--- src/rtl/uart_cmd_loader.sv ---
// UART command loader: byte-level single-step/run/halt commands and framed instruction-memory loads.
// Optional checksum byte after the data bytes when UART_CMD_LOADER_CHECKSUM_EN is defined.
module uart_cmd_loader #(
  parameter int ADDR_W         = 8,
  parameter int TIMEOUT_CYCLES = 1000000
) (
  input  logic              clk,
  input  logic              rst_n,
  input  logic [7:0]        rx_data,
  input  logic              rx_data_rdy,
  output logic              imem_wr_en,
  output logic [ADDR_W-1:0] imem_addr,
  output logic [31:0]       imem_wr_data,
  output logic              step_pulse,
  output logic              dump_req,
  output logic              run_en,
  output logic              busy,
  output logic              load_err
);

  localparam int TW = $clog2(TIMEOUT_CYCLES + 1);

`ifdef UART_CMD_LOADER_CHECKSUM_EN
  typedef enum logic [1:0] {IDLE, GET_COUNT, GET_DATA, GET_CSUM} state_t;
`else
  typedef enum logic [1:0] {IDLE, GET_COUNT, GET_DATA} state_t;
`endif

  state_t        state;
  logic          rdy_q;
  logic [TW-1:0] idle_cnt;
  logic [8:0]    words_left;
  logic [1:0]    byte_idx;
  logic [23:0]   word_buf;
`ifdef UART_CMD_LOADER_CHECKSUM_EN
  logic [7:0]    csum;
`endif

  logic accept;
  logic timeout;

  // rdy_q resets high so a level already present at reset release is not a byte
  assign accept  = rx_data_rdy & ~rdy_q;
  assign timeout = (state != IDLE) && (idle_cnt == TW'(TIMEOUT_CYCLES));

  always_ff @(posedge clk or negedge rst_n) begin
    if (!rst_n) begin
      state        <= IDLE;
      rdy_q        <= 1'b1;
      idle_cnt     <= '0;
      words_left   <= '0;
      byte_idx     <= '0;
      word_buf     <= '0;
      imem_wr_en   <= 1'b0;
      imem_addr    <= '0;
      imem_wr_data <= '0;
      step_pulse   <= 1'b0;
      dump_req     <= 1'b0;
      run_en       <= 1'b0;
      busy         <= 1'b0;
      load_err     <= 1'b0;
`ifdef UART_CMD_LOADER_CHECKSUM_EN
      csum         <= '0;
`endif
    end else begin
      rdy_q      <= rx_data_rdy;
      imem_wr_en <= 1'b0;
      step_pulse <= 1'b0;
      dump_req   <= 1'b0;

      // Address advances after the strobe cycle so it is stable while the strobe is high
      if (imem_wr_en)
        imem_addr <= imem_addr + 1'b1;

      if (state == IDLE || accept)
        idle_cnt <= '0;
      else
        idle_cnt <= idle_cnt + 1'b1;

      if (timeout) begin
        // Partial word is dropped; a byte arriving this very cycle is ignored too
        state    <= IDLE;
        busy     <= 1'b0;
        load_err <= 1'b1;
        byte_idx <= '0;
      end else if (accept) begin
        case (state)
          IDLE: begin
            case (rx_data)
              8'h41: begin
                step_pulse <= 1'b1;
                dump_req   <= 1'b1;
              end
              8'h52: run_en <= 1'b1;
              8'h48: run_en <= 1'b0;
              8'h4C: begin
                run_en    <= 1'b0;
                load_err  <= 1'b0;
                imem_addr <= '0;
                byte_idx  <= '0;
                state     <= GET_COUNT;
                busy      <= 1'b1;
`ifdef UART_CMD_LOADER_CHECKSUM_EN
                csum      <= '0;
`endif
              end
              default: ;
            endcase
          end
          GET_COUNT: begin
            words_left <= (rx_data == 8'd0) ? 9'd256 : {1'b0, rx_data};
            state      <= GET_DATA;
          end
          GET_DATA: begin
`ifdef UART_CMD_LOADER_CHECKSUM_EN
            csum <= csum ^ rx_data;
`endif
            byte_idx <= byte_idx + 2'd1;
            if (byte_idx == 2'd3) begin
              imem_wr_en   <= 1'b1;
              imem_wr_data <= {rx_data, word_buf};
              words_left   <= words_left - 9'd1;
              if (words_left == 9'd1) begin
`ifdef UART_CMD_LOADER_CHECKSUM_EN
                state <= GET_CSUM;
`else
                state <= IDLE;
                busy  <= 1'b0;
`endif
              end
            end else begin
              word_buf <= {rx_data, word_buf[23:8]};
            end
          end
`ifdef UART_CMD_LOADER_CHECKSUM_EN
          GET_CSUM: begin
            if (rx_data != csum)
              load_err <= 1'b1;
            state <= IDLE;
            busy  <= 1'b0;
          end
`endif
          default: begin
            state <= IDLE;
            busy  <= 1'b0;
          end
        endcase
      end
    end
  end

endmodule

--- config.mk ---
export PLATFORM = sky130hd
export DESIGN_NAME = uart_cmd_loader
export DESIGN_NICKNAME = d
export VERILOG_FILES = /design/src/rtl/uart_cmd_loader.sv
export SDC_FILE = /design/constraint.sdc
export NUM_CORES = 1
export LEC_CHECK = 0
export CAP_MARGIN = 30
export CORE_ASPECT_RATIO = 0.5
export CORE_UTILIZATION = 28
export CTS_BUF_LIST = sky130_fd_sc_hd__clkbuf_4 sky130_fd_sc_hd__clkbuf_8
export DETAILED_ROUTE_END_ITERATION = 10
export GPL_TIMING_DRIVEN = 0
export SYNTH_ARGS = -nofsm -noshare
export SYNTH_HDL_FRONTEND = slang
export SYNTH_SLANG_ARGS = --single-unit
--- constraint.sdc ---
create_clock -name clk -period 2.2 [get_ports clk]
set_input_delay 0.22 -clock clk [delete_from_list [all_inputs] [get_ports clk]]
set_output_delay 0.22 -clock clk [all_outputs]
set_load 0.01 [all_outputs]
==> flow_metrics.py, run 1 <==
metrics = {
    "status": {
        "run_status": "completed",
    },
    "synth": {
        "synth_warnings": 0,
        "synth.cells.most_frequent": "dfrtp_1, nor2_1, mux2_4",
        "synth_mux_area_share_pct": 16.1,
        "yosys.area.top_type": "dfrtp_1",
        "synth-simple-area-share_pct": 14.7,
        "synth_fa_ha_area_share_pct": 1.59,
        "synth.distinct_cells": 56,
        "synthArstFlopShare_pct": 100,
        "yosysMostFrequentCell": "dfrtp_1",
        "synth_top_family_by_area": "multiplexers",
        "yosys.area.top_type_share_pct": 54.0,
        "synth_top_cells_by_area": "dfrtp_1, mux2_4, mux2_2",
        "ys.flop_type": "dfrtp_1",
        "ys_ff_latch": 103,
        "synth_enable_flop_cells": 0,
        "synth_area_per_cell_sq_um": 12.5,
        "seq_area_frac_synth_pct": 54.6,
        "synth_xor_xnor_area_share_pct": 4.63,
        "syn_nets": 395,
        "netlist_area_sq_um": 4720,
        "synthCells": 378,
        "synth-compound-area-share_pct": 5.72,
    },
    "routing": {
        "vias": 3041,
        "drt-initial-drc-count": 139,
        "antenna_left": 0,
        "wirelength_mm": 9.44,
        "via_per_inst": 4.48,
        "routedWlPerCell_um": 13.9,
        "drc": 0,
        "drtPass1Iterations": 6,
    },
    "finish": {
        "fillers": 1615,
        "ff_latch_area_sq_um": 2580,
        "final_core_util_pct": 35.2,
        "fin_cells": 679,
        "drive_gt1_share_pct": 21.3,
        "final_nets": 464,
        "areaGrowthSynthToFinish_pct": 22.5,
        "multi_input_area_sq_um": 2020,
    },
    "worst_setup_path": {
        "crit_required_ns": 2.46,
        "cp-end-kind": "flop",
        "rr_endpoint": "word_buf[6]",
        "reg2regPathDepth": 6,
        "critPathLaunchType": "flop",
        "crit_type": "reg -> reg",
        "worstPathMaxFanout": 10,
        "worstPathArrival_ns": 2.35,
        "r2r_slack_ns": 0.11,
        "timing.critical_path.to": "word_buf[6]",
        "crit_start": "idle_cnt[7]",
        "r2r_start": "idle_cnt[7]",
    },
    "sta": {
        "setup_viol": 0,
        "setup_ws_ns": 0.110,
        "max_freq_mhz": 478,
        "hold_viol_final": 0,
        "layout_worst_path_cycle_share_pct": 95.0,
        "hold_slack_ns": 0.318,
        "skew_ns": 0.0158,
        "worstMarginPinSlew_ns": 0.810,
        "drv_slew": 0,
        "rsz0062_at_grt": "no",
        "max_slew_margin_pct": 46.0,
        "finalCriticalPeriod_ns": 2.09,
    },
    "die": {
        "start_util_pct": 28.7,
        "boundaryPins": 57,
        "core_sq_um": 16400,
        "die_x_um": 186,
        "rows": 33,
        "die_area_sq_um": 17400,
        "die_h_um": 93.9,
    },
    "global_route": {
        "grt_pass1_wl_mm": 15.7,
        "grt_max_degree": 63,
        "track_usage_pct": 11.5,
        "grt_pass1_vias": 3038,
        "antenna_found_initial": 1,
        "grt_overflow": 0,
    },
    "place": {
        "io_buffers": 56,
        "dpl_worst_slack_ns": 0.0332,
        "dp_cells": 662,
        "gp_congestion": 0.844,
        "dpl.hpwl_mm": 6.65,
    },
    "clocking": {
        "clkTransAtPathRegs_ns": 0.10,
        "post_cts_resized": 0,
        "worstSkewPairLatency_ns": 0.38,
        "cts-buffers-inserted": 9,
        "root_buffer": "clkbuf_8",
        "clock_sinks": 103,
        "cts_tree": "done",
        "cts-htree-levels": 3,
        "cts_buffer_depth": 2,
    },
    "pwr": {
        "p_leak_nw": 2.45,
        "vdd_ir_drop_max_v": 0.000322,
        "total_power_mw": 6.27,
        "cellPowerDensity_nw_per_um2": 1080,
    },
    "hold_path": {
        "min_path_type": "in -> reg",
    },
    "job": {
        "max_cap_violations": 0,
    },
}
==> placed cells by master, fill, tap and decap left out, types with 3 or more instances in the layout <==
cell type	n
a21oi_1	7
a31oi_1	6
and3_1	7
and4_1	4
buf_6	5
clkbuf_1	7
clkbuf_8	9
clkdlybuf4s50_1	55
clkinv_4	3
dfrtp_1	102
ha_1	6
inv_1	8
mux2_2	28
mux2_4	29
nand2_1	16
nand2b_1	3
nand3_1	9
nand4_1	5
nor2_1	51
nor3_1	4
o21ai_0	6
o22a_1	6
o22ai_1	3
or3_1	4
xnor2_1	7
xor2_1	18
==> per-layer routing <==
metal | global-route usage (%) | up-vias | wire, um
li1 | - | 1473 | -
met1 | 15.2 | 1523 | 4640
met2 | 18.3 | 35 | 4390
met3 | 2.87 | 10 | 301
met4 | 3.89 | 0 | 115
met5 | 0 | - | 0
==> per-stage QoR <==
stage / TNS, ns / instance area, sq um
after floorplan: 0 / 4720
after detailed placement: 0 / 5590
after global routing: 0 / 5780
final: 0 / 5790
after CTS: 0 / 5780
after global placement: -315.33 / 5570
==> state kept, by name (all words and copies together), names as in the netlist <==
signal	count
imem_wr_data	32
word_buf	24
idle_cnt	20
words_left	9
imem_addr	8
byte_idx	2
state	2
busy	1
dump_req	1
imem_wr_en	1
load_err	1
rdy_q	1
run_en	1
==> layout make-up <==
class / count / area share [%]
Clock inverter: 6 / 0.973
Multi-Input combinational cell: 253 / 34.9
Inverter: 8 / 0.519
Buffer: 14 / 1.64
Tap cell: 227 / 4.91
Antenna cell: 1 / 0.0432
Timing Repair Buffer: 58 / 10.3
Clock buffer: 9 / 2.14
Sequential cell: 103 / 44.6
==> where the power goes <==
part | switching (mW) | internal [mW] | leakage (nW)
clock | 0.697 | 0.427 | 0.0893
sequential | 0.495 | 2.54 | 1.28
combinational | 0.745 | 1.37 | 1.09
total | 1.94 | 4.33 | 2.45
==> cells by family after synthesis <==
logic type,Yosys count
AND/OR/NAND/NOR,125
flip-flops,103
multiplexers,58
AO/OA/AOI/OAI,39
XOR/XNOR,25
buffers and inverters,22
adder cells (fa/ha/maj),6
==> how the worst min path moves through the flow <==
stage	cells past startpoint	from	endpoint
floorplan	0	rst_n	busy
global placement	1	word_buf[0]	imem_wr_data[0]
detailed placement	1	rst_n	imem_addr[3]
CTS	1	rx_data_rdy	rdy_q
global route	1	rx_data_rdy	rdy_q
finish	1	rx_data_rdy	rdy_q
==> worst max-delay path: stages (launching register included) <==
cell and delay, ns:
dfrtp_1 0.45, nor4b_2 0.35, and4_4 0.32, a21oi_1 0.12, nand2_2 0.22, buf_6 0.19, mux2_2 0.34
==> repair_timing <==
| action | CTS | global route |
|---|---|---|
| hold endpoints to repair | 61 | 0 |
| setup buffers | 0 | 0 |
| hold buffers | 1 | 0 |
Note: power is estimated with default switching activity, not from simulation.
==> run 2, diff against run 1 <==
- CAP_MARGIN: 30 -> not set
- RECOVER_POWER: not set -> 100
==> run 2 against run 1 <==
  * The run now ends with capacitance limit, slew limit left
  * Clock power barely moved
  * Count of clock-buffer cells in the layout did not move
  * Die area did not move
  * Sequential power fell by 1%
  * Clock skew about the same
  * Worst hold slack improved by 0.12 ns
  * Core utilization shrank 0.67 points
  * Largest cell class unchanged
==> flow_metrics.py, run 2 (synthesis gave the netlist of run 1 again) <==
metrics = {
    "status": {
        "run_status": "finished, violations left",
        "failed_checks": "capacitance limit, slew limit",
    },
    "die": {
        "die_x_um": 186,
        "die_h_um": 93.9,
        "boundaryPins": 57,
        "core_sq_um": 16400,
        "start_util_pct": 28.7,
        "die_area_sq_um": 17400,
        "rows": 33,
    },
    "sta": {
        "hold_viol_final": 0,
        "setup_tns_ns": 0,
        "rsz0062_at_grt": "no",
        "drv_slew": 62,
        "setup_ws_ns": 0.109,
        "max_freq_mhz": 478,
        "max_slew_margin_pct": -5.96,
        "layout_worst_path_cycle_share_pct": 95.1,
        "worstMarginPinSlew_ns": 1.59,
        "skew_ns": 0.0154,
        "finalCriticalPeriod_ns": 2.09,
        "setup_viol": 0,
    },
    "clocking": {
        "postCtsSetupRepairBufs": 0,
        "clock_sinks": 103,
        "cts-htree-levels": 3,
        "cts_tree": "done",
        "root_buffer": "clkbuf_8",
        "cts-buffers-inserted": 9,
        "clkTransAtPathRegs_ns": 0.10,
        "worstSkewPairLatency_ns": 0.38,
        "cts_buffer_depth": 2,
    },
    "routing": {
        "routedWlPerCell_um": 14.0,
        "antenna_left": 0,
        "vias": 3056,
        "wirelength_mm": 9.48,
        "via_per_inst": 4.50,
        "drtPass1Iterations": 6,
        "drc": 0,
        "drt-initial-drc-count": 153,
    },
    "finish": {
        "final_common_cell": "dfrtp_1",
        "largest_register_ffs": 32,
        "areaGrowthSynthToFinish_pct": 20.2,
        "drive_gt1_share_pct": 15.3,
        "final_nets": 464,
        "top_regs": "imem_wr_data (32), word_buf (24), idle_cnt (20)",
        "final_cell_mix": "dfrtp_1, nor2_1, dlygate4sd3_1",
        "regMostFlops": "imem_wr_data",
        "fin_cells": 679,
    },
    "place": {
        "dp_cells": 662,
        "gp_congestion": 0.844,
        "dpl.hpwl_mm": 6.65,
        "dpl_worst_slack_ns": 0.0332,
        "io_buffers": 56,
    },
    "worst_setup_path": {
        "reg2regPathDepth": 6,
        "crit_required_ns": 2.46,
        "critPathLaunchType": "flop",
        "worstPathArrival_ns": 2.35,
        "worstPathMaxFanout": 10,
        "crit_type": "reg -> reg",
        "cp-end-kind": "flop",
    },
    "global_route": {
        "met2_usage_pct": 18.3,
        "grt_max_degree": 63,
        "grt_pass1_vias": 3038,
        "antenna_found_initial": 1,
        "grt_overflow": 0,
        "grt_pass1_wl_mm": 15.7,
        "busiest_layer": "met2",
        "grt_use_met3_pct": 2.87,
        "track_usage_pct": 11.5,
        "grt_util_met1_pct": 15.2,
    },
    "pwr": {
        "vdd_ir_drop_max_v": 0.000300,
        "cellPowerDensity_nw_per_um2": 1040,
        "p_leak_nw": 2.43,
    },
    "hold_path": {
        "hold_depth": 1,
        "min_path_type": "in -> reg",
    },
    "job": {
        "max_cap_violations": 1,
    },
}
[run 2: changes by cell type in the layout (fill, tap and decap cells not counted)]
cell             change
nor4_4               -1
buf_2                -1
mux2_4              -26
mux2_1              +26
clkbuf_2             +1
buf_4                -1
clkdlybuf4s50_1     -47
clkbuf_1             +1
dlygate4sd3_1       +47
nor4_2               +1
[run 2: metal layers]
metal / share of wire (%) / up-vias
met2: 47 / 41
met1: 49 / 1536
met5: 0 / -
li1: - / 1470
met3: 3.2 / 9
met4: 1.1 / 0
[run 2: area by class of cell]
type	count	area [sq um]
timing repair buffer	58	593
antenna	1	2.50
fill	1646	10800
inverter	8	30.0
multi-input combinational	253	1910
buffer	14	93.8
tap	227	284
clock buffer	9	124
clock inverter	6	56.3
sequential	103	2580
[run 2: worst max-delay path, stage by stage, from the launching register on]
cell,delay (ns)
dfrtp_1,0.45
nor4b_2,0.35
and4_4,0.32
a21oi_1,0.12
nand2_2,0.22
buf_6,0.19
mux2_2,0.34
[run 2: final timing paths]
check                                start          endpoint  slack (ns)
setup / recovery               idle_cnt[7]       word_buf[6]        0.11
hold / removal                 rx_data_rdy             rdy_q        0.44
setup reg to reg               idle_cnt[7]       word_buf[6]        0.11
hold reg to reg            imem_wr_data[6]   imem_wr_data[6]        0.49
max in group asynchronous            rst_n  imem_wr_data[23]        0.47
min in group asynchronous            rst_n      imem_addr[3]        0.75
[run 2: metrics by stage]
step,hold slack [ns],power [mW],area (sq um),util (%)
after CTS,0.315,6.37,5780,35.2
after floorplan,-0.0756,4.13,4720,-
after detailed placement,0.359,5.21,5590,34.0
after global placement,0.484,5.18,5570,33.9
final,0.443,5.90,5680,34.5
after global routing,0.436,6.30,5670,34.5
[run 2: timing repair]
item | 4_1_cts | 5_1_grt
hold endpoints to repair | 61 | 0
gates resized for setup | 0 | 0
hold buffers | 1 | 0
[run 2: report_power, final]
part / switching [mW] / internal (mW)
Sequential: 0.458 / 2.54
Combinational: 0.747 / 1.04
Clock: 0.695 / 0.427
==> run 3, diff against run 2 <==
- GPL_ROUTABILITY_DRIVEN: not set -> 1
==> results of run 3 <==
Final layout, timing and power as in run 2 (identical DEF).
